--- config.mk ---
export PLATFORM = sky130hd
export DESIGN_NAME = dmem_bus_ctrl
export DESIGN_NICKNAME = d
export VERILOG_FILES = /design/src/rtl/dmem_pkg.sv /design/src/rtl/dmem_bus_ctrl.sv
export SDC_FILE = /design/constraint.sdc
export NUM_CORES = 1
export LEC_CHECK = 0
export BUFFER_PORTS_ARGS = -buffer_cell sky130_fd_sc_hd__clkbuf_2
export CAP_MARGIN = 10
export CORE_UTILIZATION = 40
export DETAILED_ROUTE_END_ITERATION = 7
export HOLD_SLACK_MARGIN = 0.02
export PLACE_DENSITY = 0.72
export SYNTH_ARGS = -nofsm -noshare
export SYNTH_HDL_FRONTEND = slang
export SYNTH_SLANG_ARGS = --single-unit
--- constraint.sdc ---
create_clock -name clk -period 2.1 [get_ports clk]
set_input_delay 0.42 -clock clk [delete_from_list [all_inputs] [get_ports clk]]
set_output_delay 0.42 -clock clk [all_outputs]
set_load 0.02 [all_outputs]
--- src/rtl/dmem_pkg.sv ---
// rtl/dmem_pkg.sv - shared types and constants for the data-memory bus controller
package dmem_pkg;

  typedef enum logic [1:0] {
    ST_IDLE = 2'd0,
    ST_REQ  = 2'd1,
    ST_RESP = 2'd2,
    ST_DONE = 2'd3
  } state_t;

  localparam logic [6:0] OPC_LOAD        = 7'b0000011;
  localparam logic [6:0] OPC_STORE       = 7'b0100011;
  localparam int         TIMEOUT_DEFAULT = 15;

endpackage

--- src/rtl/dmem_bus_ctrl.sv ---
// rtl/dmem_bus_ctrl.sv - load/store bus sequencer with pipeline stall, response capture and timeout fault
module dmem_bus_ctrl
  import dmem_pkg::*;
#(
  parameter int TIMEOUT = TIMEOUT_DEFAULT
) (
  input  logic        clk,
  input  logic        rst,
  input  logic        ld_req,
  input  logic        st_req,
  input  logic [31:0] addr,
  input  logic [31:0] wdata,
  input  logic [3:0]  wmask,
  output logic        mem_req,
  output logic        mem_we,
  output logic [31:0] mem_addr,
  output logic [31:0] mem_wdata,
  output logic [3:0]  mem_wmask,
  input  logic        mem_gnt,
  input  logic        mem_rvalid,
  input  logic [31:0] mem_rdata,
  output logic        stall,
  output logic [31:0] rdata,
  output logic        rdata_valid,
  output logic        fault
);

  localparam int CW = $clog2(TIMEOUT + 1);

  state_t        state;
  state_t        state_nxt;
  logic [CW-1:0] cnt;
  logic [29:0]   addr_q;
  logic [31:0]   wdata_q;
  logic [3:0]    wmask_q;
  logic          is_load_q;
  logic          flt_q;
  logic          ok_q;
  logic [31:0]   rdata_q;

  logic accept;
  logic illegal;
  logic timeout;

  assign accept  = ld_req ^ st_req;
  assign illegal = ld_req & st_req;
  // >= rather than == so a grant on the last REQ cycle still times out in RESP
  assign timeout = (cnt >= CW'(TIMEOUT - 1));

  always_ff @(posedge clk) begin
    if (rst) begin
      state <= ST_IDLE;
    end else begin
      state <= state_nxt;
    end
  end

  always_comb begin
    state_nxt = state;
    case (state)
      ST_IDLE: begin
        if (illegal) begin
          state_nxt = ST_DONE;
        end else if (st_req && (wmask == 4'b0000)) begin
          state_nxt = ST_DONE;
        end else if (accept) begin
          state_nxt = ST_REQ;
        end
      end
      ST_REQ: begin
        if (mem_gnt) begin
          if (!is_load_q || mem_rvalid) begin
            state_nxt = ST_DONE;
          end else begin
            state_nxt = ST_RESP;
          end
        end else if (timeout) begin
          state_nxt = ST_DONE;
        end
      end
      ST_RESP: begin
        if (mem_rvalid || timeout) begin
          state_nxt = ST_DONE;
        end
      end
      ST_DONE: begin
        state_nxt = ST_IDLE;
      end
      default: begin
        state_nxt = ST_IDLE;
      end
    endcase
  end

  always_comb begin
    stall       = 1'b0;
    mem_req     = 1'b0;
    mem_we      = 1'b0;
    fault       = 1'b0;
    rdata_valid = 1'b0;
    case (state)
      ST_IDLE: begin
        stall = ld_req | st_req;
      end
      ST_REQ: begin
        stall   = 1'b1;
        mem_req = 1'b1;
        mem_we  = ~is_load_q;
      end
      ST_RESP: begin
        stall = 1'b1;
      end
      ST_DONE: begin
        fault       = flt_q;
        rdata_valid = ok_q;
      end
      default: begin
        stall = 1'b0;
      end
    endcase
  end

  // Request registers, response capture and completion flags consumed in DONE
  always_ff @(posedge clk) begin
    if (rst) begin
      cnt       <= '0;
      addr_q    <= '0;
      wdata_q   <= '0;
      wmask_q   <= '0;
      is_load_q <= 1'b0;
      flt_q     <= 1'b0;
      ok_q      <= 1'b0;
      rdata_q   <= '0;
    end else begin
      case (state)
        ST_IDLE: begin
          cnt   <= '0;
          ok_q  <= 1'b0;
          flt_q <= illegal;
          if (accept) begin
            addr_q    <= addr[31:2];
            wdata_q   <= wdata;
            wmask_q   <= st_req ? wmask : 4'b0000;
            is_load_q <= ld_req;
          end
        end
        ST_REQ: begin
          cnt <= cnt + 1'b1;
          if (mem_gnt && is_load_q && mem_rvalid) begin
            rdata_q <= mem_rdata;
            ok_q    <= 1'b1;
          end else if (!mem_gnt && timeout) begin
            flt_q <= 1'b1;
          end
        end
        ST_RESP: begin
          cnt <= cnt + 1'b1;
          if (mem_rvalid) begin
            rdata_q <= mem_rdata;
            ok_q    <= 1'b1;
          end else if (timeout) begin
            flt_q <= 1'b1;
          end
        end
        ST_DONE: begin
          flt_q <= 1'b0;
          ok_q  <= 1'b0;
        end
        default: begin
          cnt <= '0;
        end
      endcase
    end
  end

  assign mem_addr  = {addr_q, 2'b00};
  assign mem_wdata = wdata_q;
  assign mem_wmask = wmask_q;
  assign rdata     = rdata_q;

endmodule

==> results_dict.tcl <==
set metrics [dict create \
    outcome "complete, no violations" \
    cpPeakStageDelay_ps 360 \
    syn_inst 511 \
    max_cap_violations 0 \
    cp_top_family "flip-flops" \
    fmax_mhz 517 \
    grt_pass1_vias 3564 \
    grt.overflow.total 0 \
    grt_pass1_wl_um 15700 \
    ys_ff_latch 107 \
    grt_use_total_pct 19.0 \
    cts_tree "built" \
    grt_start_max_net_pins 57 \
    p_leak_nw 2.48 \
    die_area_um2 10600 \
    worst_pin_slew_ps 601 \
    clkLatencyLatePin_ps 370 \
    syn_area_per_cell_um2 8.01 \
    place_inst 822 \
    start_util_pct 41.5 \
    cts.path.max_buffers 2 \
    worstReg2RegStart "state[1]" \
    synth_largest_area_cell "dfxtp_1" \
    wl_per_cell_um 12.3 \
    crit_buf_inv 2 \
    nNetsFinal 815 \
    cp_slowest_cell "dfxtp_2" \
    wl_um 10300 \
    rsz0062_at_grt "false" \
    drt-vias-per-instance 4.74 \
    io_pins 211 \
    drc 0 \
    critPathMaxFanout 8 \
    netlist_area_um2 4090 \
    areaGrowthSynthToFinish_pct 31.8 \
    dp_hpwl_um 7570 \
    core_um2 9860 \
    finalPower_mw 6.45 \
    gp_congestion 0.713 \
    numCtsBuffers 9 \
    synth_top_area_share_pct 52.3 \
    drv_slew 0 \
    cts_sinks 107 \
    layout-drive-gt1-share_pct 34.3 \
    end_kind "primary output" \
    synth_warnings 0 \
    skew_ps 9.71 \
    yosysUniqueCellTypes 34 \
    tns_ps 0 \
    critPathLaunch "state[0]" \
    fillers 947 \
    holdCritStartpoint "mem_rdata[4]" \
    synth.yosys.seq_area_share_pct 52.3 \
    hold_viol_final 0 \
    io_buffers 206 \
    h-tree-depth 3 \
    holdWs_ps 263 \
    cp.arrival_ps 1510 \
    min_period_ps 1930 \
    clkTransAtPathRegs_ps 100 \
    first_pass_iters 4 \
    antenna_found_initial 0 \
    postRouteAntennaNets 0 \
    stdcell_count 838 \
    critPathKind "reg -> out" \
    diodes 0 \
    postLayoutCellArea_um2 5390 \
    die_w_um 103 \
    cp.required_ps 1680 \
    finalCritPeriodShare_pct 92.1 \
    cts.hold.buffers_added 0 \
    netlist_top_cells_area "dfxtp_1, nand2_1, a21oi_1" \
    slew_headroom_pct 59.9 \
    first_iter_violations 104 \
    irDropWorstVdd_v 0.000483 \
    die-height_um 103 \
    cp-start-kind "flip-flop" \
    finalSetupViolations 0 \
    place_area_um2 5160 \
    crit_chain "inv_1 -> ha_2 -> a21oi_1 -> nor2_1 -> clkbuf_2" \
    holdCritPathClass "in -> reg" \
    vias 3971 \
    power.density_nw_per_um2 1200 \
    rows 36 \
    cts-root-buf "clkbuf_8" \
    postCtsSetupBuffers 0 \
]
-- stage by stage --
| stage | setup slack, ps | util (%) |
|---|---|---|
| 3_3_place_gp | 384 | 52.3 |
| 4_1_cts | 35.3 | 54.5 |
| 2_1_floorplan | 463 | - |
| 5_1_grt | 0.00233 | 54.7 |
| 6_report | 166 | 54.7 |
| 3_5_place_dp | 324 | 52.3 |
-- state kept, by name, indices dropped and copies added, names as in the netlist --
signal,cells
mem_wdata,32
rdata,32
addr_q,30
cnt,4
mem_wmask,4
state,2
flt_q,1
is_load_q,1
ok_q,1
-- where the power goes --
group / internal, mW / switching (mW)
combinational: 0.889 / 1.61
sequential: 2.41 / 0.214
clock: 0.646 / 0.680
total: 3.94 / 2.51
-- tightest hold or removal path, stage by stage --
cell and delay [ps]:
clkbuf_2 80, nand2_1 50, a21oi_1 50
-- worst paths after layout --
path                   end  cells after the start  slack (ps)
setup / recovery     stall                      5         170
hold / removal    rdata[4]                      3         260
setup reg to reg  rdata[9]                      7         360
hold reg to reg   rdata[1]                      2         460
-- layout by cell type (no fill, tap or decap), drive strengths merged --
cell | synthesis | final
inv | 9 | 9
and2 | 3 | 3
o21ai | 3 | 3
conb | 1 | 2
or3b | 1 | 1
and3b | 1 | 1
mux2i | 3 | 3
nor2b | 1 | 1
o22ai | 1 | 1
nor2 | 13 | 13
buf | 23 | 9
clkinv | 0 | 2
a311o | 1 | 1
a22oi | 1 | 1
clkinvlp | 0 | 1
nand2b | 2 | 2
nand3 | 5 | 5
a21bo | 1 | 1
or2b | 1 | 1
nor3 | 1 | 1
a32oi | 1 | 1
dfxtp | 107 | 107
o211ai | 1 | 1
nand3b | 1 | 1
ha | 9 | 9
nor4 | 1 | 1
a311oi | 1 | 1
o2bb2ai | 1 | 1
nand2 | 197 | 197
o221a | 1 | 1
mux2 | 1 | 1
a21oi | 105 | 105
bufinv | 0 | 1
clkbuf | 14 | 217
-- synthesized netlist by cell type --
cell / n
conb_1: 1
nor3_1: 1
nand3_1: 5
o211ai_1: 1
o22ai_1: 1
a22oi_1: 1
a21bo_2: 1
ha_1: 9
nand2_1: 197
o221a_2: 1
clkbuf_8: 1
a311oi_1: 1
nor4_2: 1
nand3b_2: 1
a21oi_1: 105
or3b_1: 1
a32oi_1: 1
dfxtp_1: 107
buf_2: 12
or2b_2: 1
a311o_1: 1
mux2_2: 1
and3b_1: 1
and2_1: 3
nand2b_1: 2
mux2i_1: 3
clkbuf_1: 13
inv_1: 9
buf_4: 3
nor2b_1: 1
o21ai_0: 3
buf_6: 8
o2bb2ai_1: 1
nor2_1: 13
-- final cells by class --
cell class              instances  area (µm²)  share of cell area (%)
repair buffers                214        1130                    21.0
multi-input cells             359        1710                    31.6
flip-flops and latches        107        2140                    39.8
clock inverters                 4        47.5                   0.881
well taps                     133         166                    3.09
clock buffers                  12         165                    3.06
inverters                       9        33.8                   0.626
-- logic make-up after synthesis --
group	count (synthesis)	synth area share [%]
adders and majority gates	9	2.75
muxes	4	1.01
AOI/OAI and AO/OA	117	15.1
buffers and inverters	46	6.57
other	1	0.0916
DFF	107	52.3
and+or+nand+nor	227	22.1
-- timing repair --
item	CTS	global route
pin swaps	0	0
gates resized for setup	1	4
setup endpoints to repair	1	1
endpoints found under the hold margin	0	0
-- routing by layer --
layer | track usage [%] | wire length, µm | part of all wire [%] | up-vias
li1 | - | - | - | 2021
met4 | 7.26 | 168 | 1.6 | 0
met2 | 32.7 | 4900 | 47 | 161
met1 | 21.3 | 4390 | 42 | 1773
met3 | 6.92 | 886 | 8.6 | 16
met5 | 0 | 0 | 0 | -
No activity file was read; power rests on OpenSTA's default activity.
